===== src/rtl/picture_pkg.sv =====
// Shared widths, slot tags and aux FSM states for the image ROM arbiter.
package picture_pkg;

    localparam int ADDR_W = 17;
    localparam int DATA_W = 6;

    typedef enum logic [1:0] {
        TAG_NONE    = 2'd0,
        TAG_VID     = 2'd1,
        TAG_AUX     = 2'd2,
        TAG_AUX_OOB = 2'd3
    } tag_e;

    typedef enum logic [1:0] {
        A_IDLE   = 2'd0,
        A_PEND   = 2'd1,
        A_FLIGHT = 2'd2
    } aux_state_e;

    // A slot can carry a video read and an out-of-range aux completion at
    // once, because an out-of-range aux grant never touches the ROM.
    typedef struct packed {
        tag_e vid_tag;
        logic vid_oob;
        tag_e aux_tag;
    } slot_t;

    localparam int SLOT_W = $bits(slot_t);

    localparam slot_t SLOT_IDLE = '{vid_tag: TAG_NONE, vid_oob: 1'b0, aux_tag: TAG_NONE};

    function automatic logic in_image(input logic [ADDR_W-1:0] addr,
                                      input logic [ADDR_W:0]   words);
        return {1'b0, addr} < words;
    endfunction

endpackage


===== src/rtl/rom_tag_pipe.sv =====
// Shift register that carries each ROM slot's tag alongside the ROM read,
// so the tail lines up with the returned rom_data.
module rom_tag_pipe
    import picture_pkg::*;
#(
    parameter int DEPTH = 2
) (
    input  logic              clk,
    input  logic              rst_n,
    input  logic [SLOT_W-1:0] slot_in,
    output logic [SLOT_W-1:0] slot_out
);

    logic [SLOT_W-1:0] stage [DEPTH];

    always_ff @(posedge clk or negedge rst_n) begin
        if (!rst_n) begin
            for (int i = 0; i < DEPTH; i++) begin
                stage[i] <= SLOT_IDLE;
            end
        end else begin
            stage[0] <= slot_in;
            for (int i = 1; i < DEPTH; i++) begin
                stage[i] <= stage[i-1];
            end
        end
    end

    assign slot_out = stage[DEPTH-1];

endmodule


===== src/rtl/image_rom_arbiter.sv =====
// Shares one image ROM between a never-stalled video scan port and a
// secondary requester; video always wins, aux waits and reports starvation.
module image_rom_arbiter
    import picture_pkg::*;
#(
    parameter int WIDTH      = 320,
    parameter int HEIGHT     = 240,
    parameter int ROM_LAT    = 1,
    parameter int STARVE_LIM = 1024
) (
    input  logic              pixel_clk,
    input  logic              reset_n,
    input  logic              vid_req,
    input  logic [ADDR_W-1:0] vid_addr,
    output logic              vid_valid,
    output logic [DATA_W-1:0] vid_data,
    input  logic              aux_req,
    input  logic [ADDR_W-1:0] aux_addr,
    output logic              aux_gnt,
    output logic              aux_valid,
    output logic [DATA_W-1:0] aux_data,
    output logic              aux_oob,
    output logic [ADDR_W-1:0] rom_addr,
    input  logic [DATA_W-1:0] rom_data,
    output logic              starve,
    output logic [1:0]        aux_state
);

    localparam int              L          = 1 + ROM_LAT;
    localparam logic [ADDR_W:0] IMG_WORDS  = (ADDR_W + 1)'(WIDTH * HEIGHT);
    localparam logic [16:0]     STARVE_THR = 17'(STARVE_LIM);
    localparam logic [15:0]     WAIT_MAX   = 16'hFFFF;

    aux_state_e        state_q;
    aux_state_e        state_d;
    logic              aux_issue;
    logic              vid_ok;
    logic              aux_ok;
    logic [15:0]       wait_cnt;
    logic [15:0]       wait_cnt_d;
    logic [ADDR_W-1:0] rom_addr_d;
    slot_t             slot_in;
    slot_t             slot_tail;
    logic [SLOT_W-1:0] tail_bits;

    assign vid_ok = in_image(vid_addr, IMG_WORDS);
    assign aux_ok = in_image(aux_addr, IMG_WORDS);

    // Aux FSM; an out-of-range address is granted even against video
    // because it needs no ROM slot.
    always_comb begin
        state_d   = state_q;
        aux_gnt   = 1'b0;
        aux_issue = 1'b0;
        case (state_q)
            A_IDLE: begin
                if (aux_req) begin
                    state_d = A_PEND;
                end
            end
            A_PEND: begin
                if (!aux_ok) begin
                    aux_gnt = 1'b1;
                    state_d = A_FLIGHT;
                end else if (!vid_req) begin
                    aux_gnt   = 1'b1;
                    aux_issue = 1'b1;
                    state_d   = A_FLIGHT;
                end
            end
            A_FLIGHT: begin
                if (aux_valid) begin
                    state_d = A_IDLE;
                end
            end
            default: state_d = A_IDLE;
        endcase
    end

    always_comb begin
        slot_in    = SLOT_IDLE;
        rom_addr_d = rom_addr;
        if (vid_req) begin
            slot_in.vid_tag = TAG_VID;
            slot_in.vid_oob = !vid_ok;
            rom_addr_d      = vid_addr;
        end else if (aux_issue) begin
            rom_addr_d = aux_addr;
        end
        if (aux_gnt) begin
            slot_in.aux_tag = aux_issue ? TAG_AUX : TAG_AUX_OOB;
        end
    end

    always_comb begin
        wait_cnt_d = wait_cnt;
        if (aux_gnt) begin
            wait_cnt_d = '0;
        end else if (state_q == A_PEND && wait_cnt != WAIT_MAX) begin
            wait_cnt_d = wait_cnt + 16'd1;
        end
    end

    rom_tag_pipe #(
        .DEPTH (L)
    ) u_tag_pipe (
        .clk      (pixel_clk),
        .rst_n    (reset_n),
        .slot_in  (slot_in),
        .slot_out (tail_bits)
    );

    assign slot_tail = slot_t'(tail_bits);

    assign vid_valid = (slot_tail.vid_tag == TAG_VID);
    assign vid_data  = (vid_valid && !slot_tail.vid_oob) ? rom_data : '0;
    assign aux_valid = (slot_tail.aux_tag != TAG_NONE);
    assign aux_data  = (slot_tail.aux_tag == TAG_AUX) ? rom_data : '0;
    assign aux_oob   = (slot_tail.aux_tag == TAG_AUX_OOB);
    assign aux_state = state_q;

    always_ff @(posedge pixel_clk or negedge reset_n) begin
        if (!reset_n) begin
            state_q  <= A_IDLE;
            rom_addr <= '0;
            wait_cnt <= '0;
            starve   <= 1'b0;
        end else begin
            state_q  <= state_d;
            rom_addr <= rom_addr_d;
            wait_cnt <= wait_cnt_d;
            // Tracks the counter register so starve drops right after a grant.
            starve   <= ({1'b0, wait_cnt_d} >= STARVE_THR);
        end
    end

endmodule


===== config.mk =====
export PLATFORM = sky130hd
export DESIGN_NAME = image_rom_arbiter
export DESIGN_NICKNAME = d
export VERILOG_FILES = /design/src/rtl/picture_pkg.sv /design/src/rtl/rom_tag_pipe.sv /design/src/rtl/image_rom_arbiter.sv
export SDC_FILE = /design/constraint.sdc
export NUM_CORES = 1
export LEC_CHECK = 0
export ABC_AREA = 1
export CAP_MARGIN = 20
export CORE_ASPECT_RATIO = 2
export CORE_MARGIN = 2
export CORE_UTILIZATION = 49
export CTS_CLUSTER_SIZE = 20
export DETAILED_ROUTE_END_ITERATION = 10
export PLACE_DENSITY = 0.87
export SLEW_MARGIN = 10
export SYNTH_ARGS = -nofsm -noshare
export SYNTH_HDL_FRONTEND = slang
export SYNTH_SLANG_ARGS = --single-unit

===== constraint.sdc =====
create_clock -name pixel_clk -period 2.7 [get_ports pixel_clk]
set_clock_uncertainty 0.1 [all_clocks]
set_input_delay 0.675 -clock pixel_clk [delete_from_list [all_inputs] [get_ports pixel_clk]]
set_output_delay 0.675 -clock pixel_clk [all_outputs]
set_load 0.005 [all_outputs]

# Word level (Yosys, flattened, before mapping)
# Cells that the tools add are included.
[word_totals]
in_bits = 44
ff_bits = 44
[classes]
eq_ne = 9
add_sub_neg = 1
order_cmp = 3
reduce_logical = 8
muxes = 19
[ops]
columns = ["op", "count"]
rows = [
  ["$lt A17 B17 Y1 const B", 2],
  ["$mux W17", 2],
  ["$mux W16", 2],
  ["$add A16 B1 Y16 const B", 1],
  ["$ge A16 B11 Y1 const B", 1],
  ["$ne A16 B16 Y1 const B", 1],
  ["$mux W2", 6],
  ["$mux W6", 2],
  ["$eq A2 B2 Y1 const B", 3],
  ["$mux W1", 6],
  ["$pmux W2 S3", 1],
  ["$ne A2 B2 Y1 const B", 2],
  ["$reduce_bool A2 Y1", 2],
  ["$ne A3 B3 Y1 const B", 1],
  ["$reduce_and A3 Y1", 1],
  ["$eq A2 B1 Y1 const B", 1],
  ["$logic_and A1 B1 Y1", 2],
  ["$logic_not A1 Y1", 2],
  ["$logic_not A2 Y1", 1],
  ["$eq A1 B1 Y1 const B", 1],
]

# Longest topological paths before layout
[depth]
ltp_word = 5
mapped_depth = 12

# Hierarchy
# From an unflattened synthesis, not the netlist that was laid out.
[unflattened]
cells_unflattened = 318
area_unflattened_um2 = 2404.8
[modules_own_cells]
columns = ["module", "cells_each", "area_each_um2", "instances", "seq_area_each_um2"]
rows = [
  ["image_rom_arbiter", 303, 2117.0, 1, 900.9],
  ["rom_tag_pipe", 15, 287.8, 1, 250.2],
]

# Worst setup path after synthesis
# No wires, ideal clock.
[synth_path]
kind = "input port to output port"
start = "input port aux_addr[10]"
end = "output port aux_gnt"
slack_ns = 0.707
required_ns = 1.925
arrival_ns = 1.218
cell_stages = 5
n_path_buf = 0
path_cell_list = "a21o_1 > nand3_1 > nand3_1 > nand2_1 > inv_1"
[synth_via]
elab_chain_cells = 3
[synth_lines]
columns = ["item", "line_no", "text"]
rows = [
  ["start: declaration", "image_rom_arbiter.sv:18", "input logic [ADDR_W-1:0] aux_addr,"],
  ["$lt A17 B17 Y1", "picture_pkg.sv:34", "return {1'b0, addr} < words;"],
  ["$mux W1", "image_rom_arbiter.sv:62", "if (!aux_ok) begin"],
  ["$mux W1", "image_rom_arbiter.sv:55", "case (state_q)"],
  ["end: declaration", "image_rom_arbiter.sv:19", "output logic aux_gnt,"],
]
# Every way passes these cells.

# Final worst setup path
[layout_path]
start = "input port rom_data[5]"
end = "output port vid_data[5]"
[layout_via]
elab_chain_cells = 1
[layout_lines]
columns = ["item", "line_no", "text"]
rows = [
  ["start: declaration", "image_rom_arbiter.sv:24", "input logic [DATA_W-1:0] rom_data,"],
  ["$mux W6", "image_rom_arbiter.sv:116", "assign vid_data = (vid_valid && !slot_tail.vid_oob) ? rom_data : '0;"],
  ["end: declaration", "image_rom_arbiter.sv:16", "output logic [DATA_W-1:0] vid_data,"],
]
# Every way passes these cells.

==> results.md <==
- Outcome: completed
- Asr flop ratio synth: 1.00
- Setup WS pre-CTS: -0.252 ns
- Layout area overhead: 42.8%
- CTS Root Cell: clkbuf_8
- FF-to-FF path depth: 9
- CTS Buf Count: 5
- Core area: 0.00455 mm^2
- Final Max Tran Viols: 0
- RD Place Congestion: between 0.9 and 1
- Clk buf depth: 2
- Initial drt markers: 34
- Routed WL: 6080 um
- Fin nets: between 400 and 500
- Comb power frac: 0.344
- Post-Synth Adder-Cell Area: 0.00542
- Post-synth cell types: 31
- CTS sink count: 44
- Crit path arrival time: 1.82 ns
- Worst-Margin Slew: just under 0.5 ns
- ANT nets after route: 0
- FP Rows: 35
- RSZ-0062 raised after global routing: false
- Clk pwr share: 0.224
- Nature of the critical path endpoint: primary output
- Mux cell area share after synthesis: 0
- Total global-route track usage: 0.255
- PnR Total Power: a little under 0.002 W
- CP Launch Type: input port
- CTS tree: yes
- Max transition margin: 0.678
- Simple-gate share of the synthesized area: 0.350
- Synth Area in Compound Gates: 0.0943
- Die height: just over 100 um
- Sequential area share after synthesis: 0.477
- Final hold vios: 0
- Vias post-DR: 2,247
- DP Wirelength: 4750 um
- Syn Nets: approximately 340
- Via-per-instance ratio: ~5
- Area after DPL: ~0.0032 mm^2
- Buffers on Ports: 79
- Psw: approximately 0.00064 W
- Antenna Cells: 0
- Pint: 0.00133 W
- Final Setup Violations: 0
- Cell Area, Synth: around 0.0023 mm^2
- Worst Setup Slack, final: between 0.1 and 0.15 ns
- Sequential share of power: 0.432
- Wire per inst: 13.8 um
- Die width: between 50 and 60 um
- I/O pins: 80
- First-pass DRT Iterations: 8
- Switching Fraction: 0.324
- Initial Utilization: 0.507
- Power Dens Cells: between 500 and 600 mW/mm^2
- Remaining global-route overflow: 0
- Fraction of the cycle the final worst path needs: 0.962
- Largest net degree at the start of global routing: 34
- Seq cells post-synth: 44
- Die area: 0.00531 mm^2
- Final Cell Area: 0.00330 mm^2
- Leak: approximately 1.6 nW
- VDD IR max: between 0.5 and 0.6 mV
- Crit path max fanout: 2
- Crit path kind: input port to primary output
- Max-cap violations: 0
- Post-synth EDFFs: 0
- Min Clock Period, post-route: about 2.6 ns
- Syn Inst Count: 297
- Synth warn: 0
- Main flop type after synthesis: dfrtp_1
- Main combinational cell family by area after synthesis: simple AND/OR/NAND/NOR gates
- Number of global-route vias before repair: 2,304
- Achievable frequency: between 300 and 400 MHz
- Drc violations: 0
- Share of cells above drive strength 1: 0.0859
- H-tree depth: 2
- First-pass GRT wire length: about 10,000 um
- XOR/XNOR Fraction of Synth Area: 0.00379
- Worst Hold Class: input port to async pin
- Worst EP required: ~1.9 ns
- Clock latency on the worst-skew pair: 0.30 ns
- Post-Syn Area per Cell: slightly below 8 um^2
- Initial antenna violation count: 0
- Clock transition at path regs: 0.09 ns
[kinds of logic (layout without fill, tap and decap cells)]
family	count (synthesis)	count (layout)
buffers and inverters	41	128
DFF	44	44
and+or+nand+nor	173	173
xor gates and xnor gates	1	1
AOI/OAI and AO/OA	37	37
adders and majority gates	1	1
[sequential cells by signal, indices dropped and copies added (netlist names)]
name / flops
aux_state: 2
rom_addr: 17
starve: 1
u_tag_pipe.slot_out: 4
u_tag_pipe.stage: 4
wait_cnt: 16
[metrics by stage]
stage | std cells | hold slack (ns) | util | setup TNS (ns)
2_1_floorplan | 297 | 0.231 | - | 0
3_3_place_gp | 431 | 0.234 | 0.702 | -0.235
3_5_place_dp | 431 | 0.235 | 0.702 | -0.252
4_1_cts | 439 | 0.161 | 0.725 | 0
5_1_grt | 439 | 0.176 | 0.724 | 0
6_report | 439 | 0.153 | 0.724 | 0
[per-layer routing]
metal,vias up,track usage,share of wire
met5,-,0,0
met4,0,0.120,0.026
met3,13,0.0223,0.028
met2,61,0.490,0.59
met1,1054,0.258,0.35
li1,1119,-,-
[worst paths after layout]
| check | startpoint | to | slack [ns] |
|---|---|---|---|
| max | rom_data[5] | vid_data[5] | 0.10 |
| min | reset_n | rom_addr[3] | 0.15 |
| max reg2reg | wait_cnt[0] | starve | 0.70 |
| min reg2reg | u_tag_pipe.stage[6] | u_tag_pipe.slot_out[1] | 0.25 |
| max in group asynchronous | reset_n | wait_cnt[3] | 1.77 |
| min in group pixel_clk | u_tag_pipe.stage[6] | u_tag_pipe.slot_out[1] | 0.25 |
[final cells by class]
| cell class | count | area, um^2 |
|---|---|---|
| clock buffers | 6 | 82.6 |
| clock inverters | 2 | 15.0 |
| fillers | 368 | 1250 |
| inverters | 34 | 128 |
| multi-input cells | 212 | 1060 |
| flip-flops and latches | 44 | 1100 |
| well taps | 55 | 68.8 |
| repair buffers | 86 | 848 |
[layout by cell type, fill, tap and decap left out, types with 2 or more instances in the layout]
cell / instances
a21oi_1: 7
a31oi_1: 16
and2_1: 2
and3_1: 2
buf_4: 6
clkbuf_8: 6
clkdlybuf4s50_1: 76
clkinvlp_4: 2
dfrtp_1: 44
inv_1: 33
nand2_1: 79
nand2_2: 2
nand2_4: 2
nand3_1: 16
nand4_1: 5
nor2_1: 49
nor2_2: 2
nor2_4: 5
o21ai_0: 8
o21bai_1: 3
[worst max-delay path, cell delays in order]
cell,delay [ns]
clkdlybuf4s50_1,0.46
inv_1,0.05
nor2_1,0.11
clkdlybuf4s50_1,0.53
[power groups by stage]
stage | logic, W | clock network (W) | registers (W)
after detailed placement | 0.000678 | 0 | 0.000862
after global routing | 0.000740 | 0.000463 | 0.000865
after global placement | 0.000656 | 0 | 0.000858
after floorplan | 0.000282 | 0 | 0.000856
final | 0.000676 | 0.000441 | 0.000850
after CTS | 0.000682 | 0.000447 | 0.000850
[synth_stat cells, types with 2 or more instances]
library cell  count  area [um^2]
o21bai_1          3         22.5
nand4_1           5         31.3
o21ai_0           9         45.0
a31oi_1          16          100
nand2_4           2         22.5
clkbuf_1          2         7.51
dfrtp_1          44         1100
nand3_1          17         85.1
a21oi_1           7         35.0
nor2_1           49          184
nor2_2            2         12.5
nor2_4            5         56.3
buf_2             5         25.0
nand2_1          80          300
and3_1            2         12.5
and2_1            2         12.5
inv_1            33          124
[repair_timing]
action,in CTS,in global routing
resized for setup,3,4
pin swaps,0,1
hold endpoints to repair,0,0
setup endpoints to repair,1,1
buffers inserted,0,0
hold buffers,0,0
Power figures use the tool's default switching activity.
